<file path="config.mk">
export PLATFORM = sky130hd
export DESIGN_NAME = wallace_tree_mult
export DESIGN_NICKNAME = d
export VERILOG_FILES = /design/src/rtl/wallace_tree_mult.sv
export SDC_FILE = /design/constraint.sdc
export NUM_CORES = 1
export LEC_CHECK = 0
export ABC_AREA = 1
export BUFFER_PORTS_ARGS = -buffer_cell sky130_fd_sc_hd__buf_2
export CORE_AREA = 3 3 144 146
export CTS_BUF_LIST = sky130_fd_sc_hd__clkbuf_4 sky130_fd_sc_hd__clkbuf_8 sky130_fd_sc_hd__clkbuf_16
export CTS_CLUSTER_DIAMETER = 200
export DETAILED_ROUTE_END_ITERATION = 8
export DIE_AREA = 0 0 147 149
export GPL_TIMING_DRIVEN = 0
export PLACE_DENSITY = 0.78
export SETUP_SLACK_MARGIN = 0.2
export SYNTH_ARGS = -nofsm -noshare
export SYNTH_HDL_FRONTEND = slang
export SYNTH_SLANG_ARGS = --single-unit
</file>
<file path="constraint.sdc">
create_clock -name clk -period 1 [get_ports clk]
set_clock_uncertainty 0.1 [all_clocks]
set_input_delay 0 -clock clk [delete_from_list [all_inputs] [get_ports clk]]
set_output_delay 0 -clock clk [all_outputs]
set_load 0.05 [all_outputs]
</file>
<file path="src/rtl/wallace_tree_mult.sv">
// rtl/wallace_tree_mult.sv - unsigned 16x16 Wallace-tree multiplier with registered 32-bit product
//
// Purpose:
//    Forms 16 partial-product rows, reduces them with layers of 3:2
//    compressors (16 -> 11 -> 8 -> 6 -> 4 -> 3 -> 2 rows), then sums the two
//    surviving rows in a single carry-propagate adder. The product and the
//    adder carry-out are registered, giving one cycle of latency at one
//    result per cycle.
//
// Ports:
//    clk    in   1   rising-edge clock
//    rst_n  in   1   asynchronous active-low reset, clears C and carry
//    A      in   16  multiplicand, unsigned
//    B      in   16  multiplier, unsigned
//    C      out  32  registered product A*B
//    carry  out  1   registered carry-out of the final adder (bit 32)

module wallace_tree_mult (
   input  logic        clk,
   input  logic        rst_n,
   input  logic [15:0] A,
   input  logic [15:0] B,
   output logic [31:0] C,
   output logic        carry
);

   // Bitwise full adder across all 32 columns. The majority term moves up
   // one column; its top bit is never needed because the rows always sum to
   // the exact product, which fits in 32 bits.
   function automatic logic [63:0] csa(input logic [31:0] x,
                                       input logic [31:0] y,
                                       input logic [31:0] z);
      logic [31:0] s;
      logic [31:0] m;
      s = x ^ y ^ z;
      m = {(x[30:0] & y[30:0]) | (x[30:0] & z[30:0]) | (y[30:0] & z[30:0]), 1'b0};
      return {m, s};
   endfunction

   logic [31:0] l0 [16];
   logic [31:0] l1 [11];
   logic [31:0] l2 [8];
   logic [31:0] l3 [6];
   logic [31:0] l4 [4];
   logic [31:0] l5 [3];
   logic [31:0] l6 [2];
   logic [32:0] final_sum;

   // Partial-product rows: row i is A gated by B[i], weighted by 2^i.
   always_comb begin
      for (int i = 0; i < 16; i++) begin
         l0[i] = {16'h0000, A & {16{B[i]}}} << i;
      end
   end

   // Reduction tree. Each level compresses groups of three rows into two
   // and passes any leftover rows straight through to the next level.
   always_comb begin
      for (int g = 0; g < 5; g++) begin
         {l1[2*g+1], l1[2*g]} = csa(l0[3*g], l0[3*g+1], l0[3*g+2]);
      end
      l1[10] = l0[15];

      for (int g = 0; g < 3; g++) begin
         {l2[2*g+1], l2[2*g]} = csa(l1[3*g], l1[3*g+1], l1[3*g+2]);
      end
      l2[6] = l1[9];
      l2[7] = l1[10];

      for (int g = 0; g < 2; g++) begin
         {l3[2*g+1], l3[2*g]} = csa(l2[3*g], l2[3*g+1], l2[3*g+2]);
      end
      l3[4] = l2[6];
      l3[5] = l2[7];

      for (int g = 0; g < 2; g++) begin
         {l4[2*g+1], l4[2*g]} = csa(l3[3*g], l3[3*g+1], l3[3*g+2]);
      end

      {l5[1], l5[0]} = csa(l4[0], l4[1], l4[2]);
      l5[2] = l4[3];

      {l6[1], l6[0]} = csa(l5[0], l5[1], l5[2]);
   end

   // Final carry-propagate adder; bit 32 is kept as a self-check flag and
   // should always be zero.
   assign final_sum = {1'b0, l6[0]} + {1'b0, l6[1]};

   always_ff @(posedge clk or negedge rst_n) begin
      if (!rst_n) begin
         C     <= 32'h0000_0000;
         carry <= 1'b0;
      end else begin
         C     <= final_sum[31:0];
         carry <= final_sum[32];
      end
   end

endmodule

</file>
==> impl_metrics.toml, run 1 <==
[cts]
cts_tree = "built"
cts_buffers = 5
clk_pin_slew_ns = 0.06
h-tree-depth = 2
cts_buffer_depth = 2
postCtsHoldBufs = 2
cts.sinks = 33
root_buffer = "clkbuf_16"

[yosys]
syn-num-nets = 1613
synth_area_leaders = "fa_1 41%, nand2_1 17%, inv_1 15%, ha_1 9.9%, dfrtp_1 8.5%"
synth.most_common_cell = "nand2_1"
synth_area_um2 = 9710
yosys-top-cells-count = "429 x nand2_1, 398 x inv_1, 201 x fa_1"
synth.top_cell.area_share_pct = 41.4
synth.distinct_cells = 21
ys.flop_type = "dfrtp_1"
syn_avg_cell_area_um2 = 7.46
yosys_warnings = 0
syn-instance-count = 1301
synth_edf_count = 0
synth-async-reset-ratio_pct = 100
yosysTopAreaCell = "fa_1"
ys_ff_latch = 33
seq_area_frac_synth_pct = 8.50

[timing]
grt_setup_unrepaired = "true"
worst_pin_slew_ns = 0.746
finalSetupViolCount = 31
period_needed_ns = 4.48
final-max-slew-violation-count = 0
setup_slack_ns = -3.48
fin_hold_ws_ns = -0.320
relSlewSlack_pct = 50.3
hold_viol_final = 33
post-route-period-util_pct = 448
fmax_mhz = 223
setup_tns_ns = -89.90

[layout]
syn_to_final_growth_pct = 37.9
drive_gt1_share_pct = 30.8
nets = 1719
n_antenna_cell = 0

[worst_setup_path]
cp-end-kind = "register"
cp_max_fo = 8
crit_type = "primary input to register"
cp.arrival_ns = 4.56
start_kind = "primary input"
critPathRequiredTime_ns = 1.08

[die]
rows = 51
num_io_pins = 67
core_area_um2 = 19500
dieArea_um2 = 21900
die_h_um = 149
initial_core_util_pct = 49.7
dieWidth_um = 147

[routing]
firstDrtPassIters = 5
wire_per_inst_um = 16.2
routed_wl_um = 27100
ant_nets = 0
vias = 8339
drt-initial-drc-count = 584
drc_errors = 0
avgViaCountPerCell = 4.98

[global_route]
grt_max_degree = 34
overflow = 0
global_route.usage.total_pct = 24.9
antenna_found_initial = 0
grt_pass1_wl_um = 43400
grt_pass1_vias = 8962

[run_status]
violations = "negative hold slack, negative setup slack"
status = "finished, violations left"

[placed_design]
port_buffers = 34
routabilityCongestion = 0.908
dp_hpwl_um = 20300

[min_path]
hp-class = "primary input to asynchronous set/reset pin"

[run]
drv_cap = 0
-- metal layers --
metal / routed length (um) / track usage (%) / part of all wire [%] / vias up
li1: - / - / - / 3800
met1: 10300 / 30.9 / 38 / 4175
met2: 14300 / 46.0 / 53 / 289
met3: 1660 / 3.13 / 6.1 / 75
met4: 807 / 6.24 / 3.0 / 0
met5: 0 / 0 / 0 / -
-- repair_timing --
action | CTS | global route
resized for setup | 216 | 143
cloned | 4 | 4
buffers inserted | 38 | 17
hold endpoints to repair | 34 | 33
endpoints found under the setup margin | 64 | 64
pin swaps | 108 | 101
-- worst max-delay path: stages --
cell and delay [ns]:
clkbuf_16 0.12, clkbuf_16 0.15, nand2_2 0.06, fa_1 0.51, fa_1 0.50, fa_1 0.50, inv_1 0.06, fa_1 0.54
inv_1 0.06, fa_1 0.48, inv_1 0.05, fa_1 0.48, ha_4 0.34, nand2_4 0.08, nor2_2 0.16, nand2_1 0.13
nor2_1 0.10, nand2_1 0.08, nand4_1 0.10, nand2_1 0.05
-- cell families (layout without fill, tap and decap cells) --
kind of cell	after synthesis	in the layout	synth area share, %
adders and majority gates	278	278	51.4
AOI/OAI and AO/OA	16	16	0.850
xor gates and xnor gates	13	13	1.17
DFF	33	33	8.50
buffers and inverters	462	569	17.9
and+or+nand+nor	499	499	20.3
-- worst paths after layout --
path / from / to / slack [ns] / cells past startpoint
max in group asynchronous: rst_n / carry$_DFF_PN0_ / 0.64 / 1
max: A[8] / C[30]$_DFF_PN0_ / -3.48 / 20
min: rst_n / C[3]$_DFF_PN0_ / -0.32 / 1
min in group clk: B[0] / C[1]$_DFF_PN0_ / 0.03 / 4
-- area by class of cell --
class,instances,area (um^2)
repair buffers,99,1010
clock inverters,1,5.00
well taps,265,332
plain buffers,64,1230
fillers,1474,6130
clock buffers,7,153
flip-flops and latches,33,826
multi-input cells,806,8340
inverters,398,1500
-- layout by cell type (no fill, tap or decap), types with 2 or more instances in the layout --
master and count:
nor2_4 11, ha_4 41, buf_4 37, nor3_2 2, nand4_1 6, clkbuf_1 2
buf_8 11, nor2_2 8, clkbuf_8 21, buf_12 3, ha_1 34, xor2_1 8
xor2_2 4, inv_1 345, nand3_1 11, inv_2 52, clkbuf_16 39, fa_2 34
a21oi_1 5, nand3_4 2, dfrtp_1 33, fa_1 167, dlygate4sd3_1 2, nand2_4 28
nand3_2 8, nand2_1 344, nand2_2 62, a21oi_2 9, clkbuf_4 2, buf_6 51
nor2_1 13, ha_2 2
-- registers in the layout (all words and copies together), names as in the netlist --
register / count
carry: 1
C: 32
-- per-stage QoR --
step                util (%)  setup slack (ns)  instance area, um^2  cells
detailed placement      57.5             -3.90                11200   1600
global route            68.6             -3.61                13400   1673
global placement        57.5             -3.89                11200   1600
CTS                     65.2             -3.41                12700   1652
floorplan                  -             -3.47                10700   1301
finish                  68.6             -3.48                13400   1673
Power of run 1 is left out: the tool's default activity adds up to more than one toggle a clock period on the data nets, which glitch-free logic cannot reach.
==> inputs of run 2 (changes only) <==
- ABC_AREA: 1 -> not set
- CORE_AREA: 3 3 144 146 -> 3 3 138 140
- DIE_AREA: 0 0 147 149 -> 0 0 141 143
- MAX_ROUTING_LAYER: not set -> met4
==> impl_metrics.toml, run 2 <==
[yosys]
yosysTopAreaCell = "fa_1"
syn_avg_cell_area_um2 = 9.66
ys.flop_type = "dfrtp_1"
seq_area_frac_synth_pct = 9.29
synth_area_um2 = 8890
ys_ff_latch = 33
yosys_warnings = 0
synth-async-reset-ratio_pct = 100
synth.distinct_cells = 40
synth.top_cell.area_share_pct = 45.3
yosys-top-cells-count = "201 x fa_1, 172 x inv_1, 141 x and2_1"
syn-num-nets = 1233
synth_edf_count = 0
synth_area_leaders = "fa_1 45%, ha_1 11%, and2_1 9.9%, dfrtp_1 9.3%, inv_1 7.3%"
syn-instance-count = 921
synth.most_common_cell = "fa_1"

[layout]
stdcell_count = 1315
max_flop_register = "C"
drive_gt1_share_pct = 33.3
utilization_pct = 67.7
final_common_cell = "fa_1"
largest_reg_flops = 32
nets = 1397
n_antenna_cell = 0
final_cell_mix = "176 x fa_1, 157 x inv_1, 117 x nand2_1"
largestRegisters = "C: 32 flops, carry: 1 flops"
syn_to_final_growth_pct = 36.8

[timing]
period_needed_ns = 4.97
fmax_mhz = 201
hold_viol_final = 33
finalSetupViolCount = 31
setup_slack_ns = -3.97
grt_setup_unrepaired = "true"
worst_pin_slew_ns = 0.734
relSlewSlack_pct = 51.0
final-max-slew-violation-count = 0
post-route-period-util_pct = 497
fin_hold_ws_ns = -0.319

[placed_design]
routabilityCongestion = 0.905
port_buffers = 66
dp_hpwl_um = 17600
dp_slack_ns = -4.48
dp_cells = 1216

[die]
core_area_um2 = 18000
dieArea_um2 = 20200
die_h_um = 143
dieWidth_um = 141
num_io_pins = 67
initial_core_util_pct = 49.5
rows = 49

[routing]
wire_per_inst_um = 18.3
drc_errors = 0
drt-initial-drc-count = 252
vias = 7115
firstDrtPassIters = 5
avgViaCountPerCell = 5.41
ant_nets = 0
routed_wl_um = 24100

[global_route]
antenna_found_initial = 0
grt_pass1_wl_um = 37300
overflow = 0
grt_max_degree = 34
global_route.usage.total_pct = 24.2
grt_pass1_vias = 7525

[worst_setup_path]
cp.arrival_ns = 5.07
crit_family = "adder cells"
cpMostUsedCell = "fa_1"
cp_max_fo = 7
crit_type = "primary input to register"
start_kind = "primary input"
crit_path_top_delay_cell = "fa_2"
critPathMaxStageDelay_ns = 0.60
worst-path-buf-inv = 4
cp-end-kind = "register"
critPathRequiredTime_ns = 1.10
path_cells = "buf_12, clkbuf_16, and2_4, fa_1, inv_1, fa_1, fa_2, fa_2, fa_1, inv_2, fa_1, ha_4, and4_1, a21boi_4, a211oi_2, o31a_2, o21ai_2, xnor2_1"

[cts]
cts.sinks = 33
cts_tree = "built"
root_buffer = "clkbuf_16"
cts_buffers = 5
clk_pin_slew_ns = 0.05
postCtsHoldBufs = 2
h-tree-depth = 2
cts_buffer_depth = 2

[run_status]
status = "finished, violations left"
violations = "negative hold slack, negative setup slack"

[min_path]
hp-class = "primary input to asynchronous set/reset pin"

[run]
drv_cap = 0
-- run 2: final timing paths --
kind / to / slack (ns) / depth (start not counted) / startpoint
worst min-delay path: C[9]$_DFF_PN0_ / -0.32 / 1 / rst_n
worst max-delay path: C[31]$_DFF_PN0_ / -3.97 / 18 / A[9]
max in group asynchronous: C[23]$_DFF_PN0_ / 0.64 / 1 / rst_n
min in group clk: C[1]$_DFF_PN0_ / 0.09 / 3 / B[0]
-- run 2: timing repair --
| action | 4_1_cts | 5_1_grt |
|---|---|---|
| buffers inserted | 57 | 29 |
| hold endpoints to repair | 34 | 33 |
| gates cloned | 2 | 1 |
| gates resized for setup | 188 | 138 |
| endpoints found under the setup margin | 64 | 65 |
| pin swaps | 61 | 72 |
-- run 2: area by class of cell --
cell class | instances | area, um^2
timing repair buffer | 157 | 1560
sequential | 33 | 826
multi-input combinational | 678 | 8150
clock buffer | 6 | 133
fill | 1290 | 5800
inverter | 172 | 646
tap | 229 | 287
clock inverter | 2 | 10.0
buffer | 38 | 559
-- run 2: logic make-up (layout without fill, tap and decap cells) --
family | after synthesis | count (layout) | share of synthesized area (%)
AND/OR/NAND/NOR | 297 | 297 | 17.0
flip-flops | 33 | 33 | 9.29
adder cells (fa/ha/maj) | 278 | 278 | 56.1
AO/OA/AOI/OAI | 81 | 81 | 6.32
XOR/XNOR | 22 | 22 | 2.17
buffers and inverters | 210 | 375 | 9.10
-- run 2: per-stage QoR --
stage | setup TNS [ns] | instance area, um^2 | hold slack (ns)
5_1_grt | -100.00 | 12200 | -0.256
3_5_place_dp | -109.73 | 10000 | 0.00459
4_1_cts | -95.74 | 11400 | -0.292
2_1_floorplan | -91.80 | 9420 | -0.396
6_report | -97.00 | 12200 | -0.319
3_3_place_gp | -108.53 | 10000 | -0.0235
-- run 2: metal layers --
metal	part of all wire (%)	routed length (um)	vias to the layer above	GRT usage, %
met2	55	13200	247	43.2
met5	0	0	-	-
met3	6.3	1520	57	3.48
met1	36	8710	3708	29.2
li1	-	-	3103	-
met4	2.8	684	0	5.56
Power of run 2 is left out for the same reason.
==> inputs of run 3 (changes only) <==
- SKIP_CTS_REPAIR_TIMING: not set -> 1
==> impl_metrics.toml, run 3 (synthesis gave the netlist of run 2 again) <==
[run_status]
status = "finished, violations left"
violations = "negative hold slack, negative setup slack"

[global_route]
overflow = 0
busiest_layer = "met2"
antenna_found_initial = 1
grt_use_met1_pct = 27.8
grt_use_met3_pct = 2.85
global_route.usage.total_pct = 22.1
grt_pass1_wl_um = 34500
grt_max_degree = 34
grt.met2_usage_pct = 38.6
grt_pass1_vias = 6955

[worst_setup_path]
worst-path-buf-inv = 4
critPathRequiredTime_ns = 1.05
crit_type = "primary input to register"
cp.arrival_ns = 5.06
start_kind = "primary input"
cpMostUsedCell = "fa_1"
crit_family = "adder cells"
cp_max_fo = 7
critPathMaxStageDelay_ns = 0.63
cp-end-kind = "register"
path_cells = "buf_12, buf_8, and2_4, fa_1, inv_1, fa_1, fa_1, fa_1, fa_1, fa_1, inv_2, ha_4, nand4_1, nor3_4, a2111oi_4, o211ai_1, o211ai_1, xnor2_1"
crit_path_top_delay_cell = "fa_1"

[timing]
final-max-slew-violation-count = 0
fmax_mhz = 200
relSlewSlack_pct = 51.9
setup_slack_ns = -4.00
finalSetupViolCount = 31
post-route-period-util_pct = 500
hold_viol_final = 33
fin_hold_ws_ns = -0.317
worst_pin_slew_ns = 0.721
grt_setup_unrepaired = "true"
period_needed_ns = 5.00

[cts]
cts_tree = "built"
cts_buffers = 5
root_buffer = "clkbuf_16"
clk_pin_slew_ns = 0.05
h-tree-depth = 2
cts.sinks = 33
cts_buffer_depth = 2

[layout]
largest_reg_flops = 32
final_common_cell = "fa_1"
max_flop_register = "C"
drive_gt1_share_pct = 33.2
stdcell_count = 1319
syn_to_final_growth_pct = 38.1
nets = 1400
largestRegisters = "C: 32 flops, carry: 1 flops"
final_cell_mix = "180 x fa_1, 157 x inv_1, 114 x and2_1"

[routing]
avgViaCountPerCell = 5.45
routed_wl_um = 25500
drt-initial-drc-count = 410
vias = 7190
drc_errors = 0
ant_nets = 0
wire_per_inst_um = 19.4
firstDrtPassIters = 5

[placed_design]
port_buffers = 66
routabilityCongestion = 0.905
dp_hpwl_um = 17600
dp_cells = 1216

[die]
initial_core_util_pct = 49.5
dieArea_um2 = 20200
die_h_um = 143
rows = 49
num_io_pins = 67
dieWidth_um = 141
core_area_um2 = 18000

[run]
drv_cap = 0

[min_path]
hp-class = "primary input to asynchronous set/reset pin"
run 3: final cells by class:
| cell class | count | area, um^2 |
|---|---|---|
| Tap cell | 229 | 287 |
| Sequential cell | 33 | 826 |
| Buffer | 38 | 519 |
| Fill cell | 1233 | 5680 |
| Antenna cell | 1 | 2.50 |
| Clock inverter | 2 | 10.0 |
| Timing Repair Buffer | 160 | 1700 |
| Clock buffer | 6 | 133 |
| Inverter | 172 | 646 |
| Multi-Input combinational cell | 678 | 8160 |
run 3: per-layer routing:
layer / vias to the layer above / part of all wire, %
met2: 306 / 54
li1: 3112 / -
met1: 3695 / 36
met5: - / 0
met4: 0 / 3.4
met3: 77 / 6.5
run 3: metrics by stage:
stage | area (um^2) | hold slack, ns | util [%] | setup slack [ns] | TNS (ns)
finish | 12300 | -0.317 | 68.4 | -4.00 | -95.67
global placement | 10000 | -0.0235 | 55.9 | -4.45 | -108.53
detailed placement | 10000 | 0.00459 | 55.9 | -4.48 | -109.73
global route | 12300 | -0.252 | 68.4 | -4.11 | -98.49
CTS | 10200 | -0.292 | 56.7 | -4.20 | -101.22
floorplan | 9420 | -0.396 | - | -3.80 | -91.80
run 3: final timing paths:
path	start	endpoint	slack, ns	cells past startpoint
worst max-delay path	B[4]	C[26]$_DFF_PN0_	-4.00	18
worst min-delay path	rst_n	C[10]$_DFF_PN0_	-0.32	1
max in group asynchronous	rst_n	C[23]$_DFF_PN0_	0.65	1
min in group clk	B[0]	C[1]$_DFF_PN0_	0.01	3
Power of run 3 is left out for the same reason.
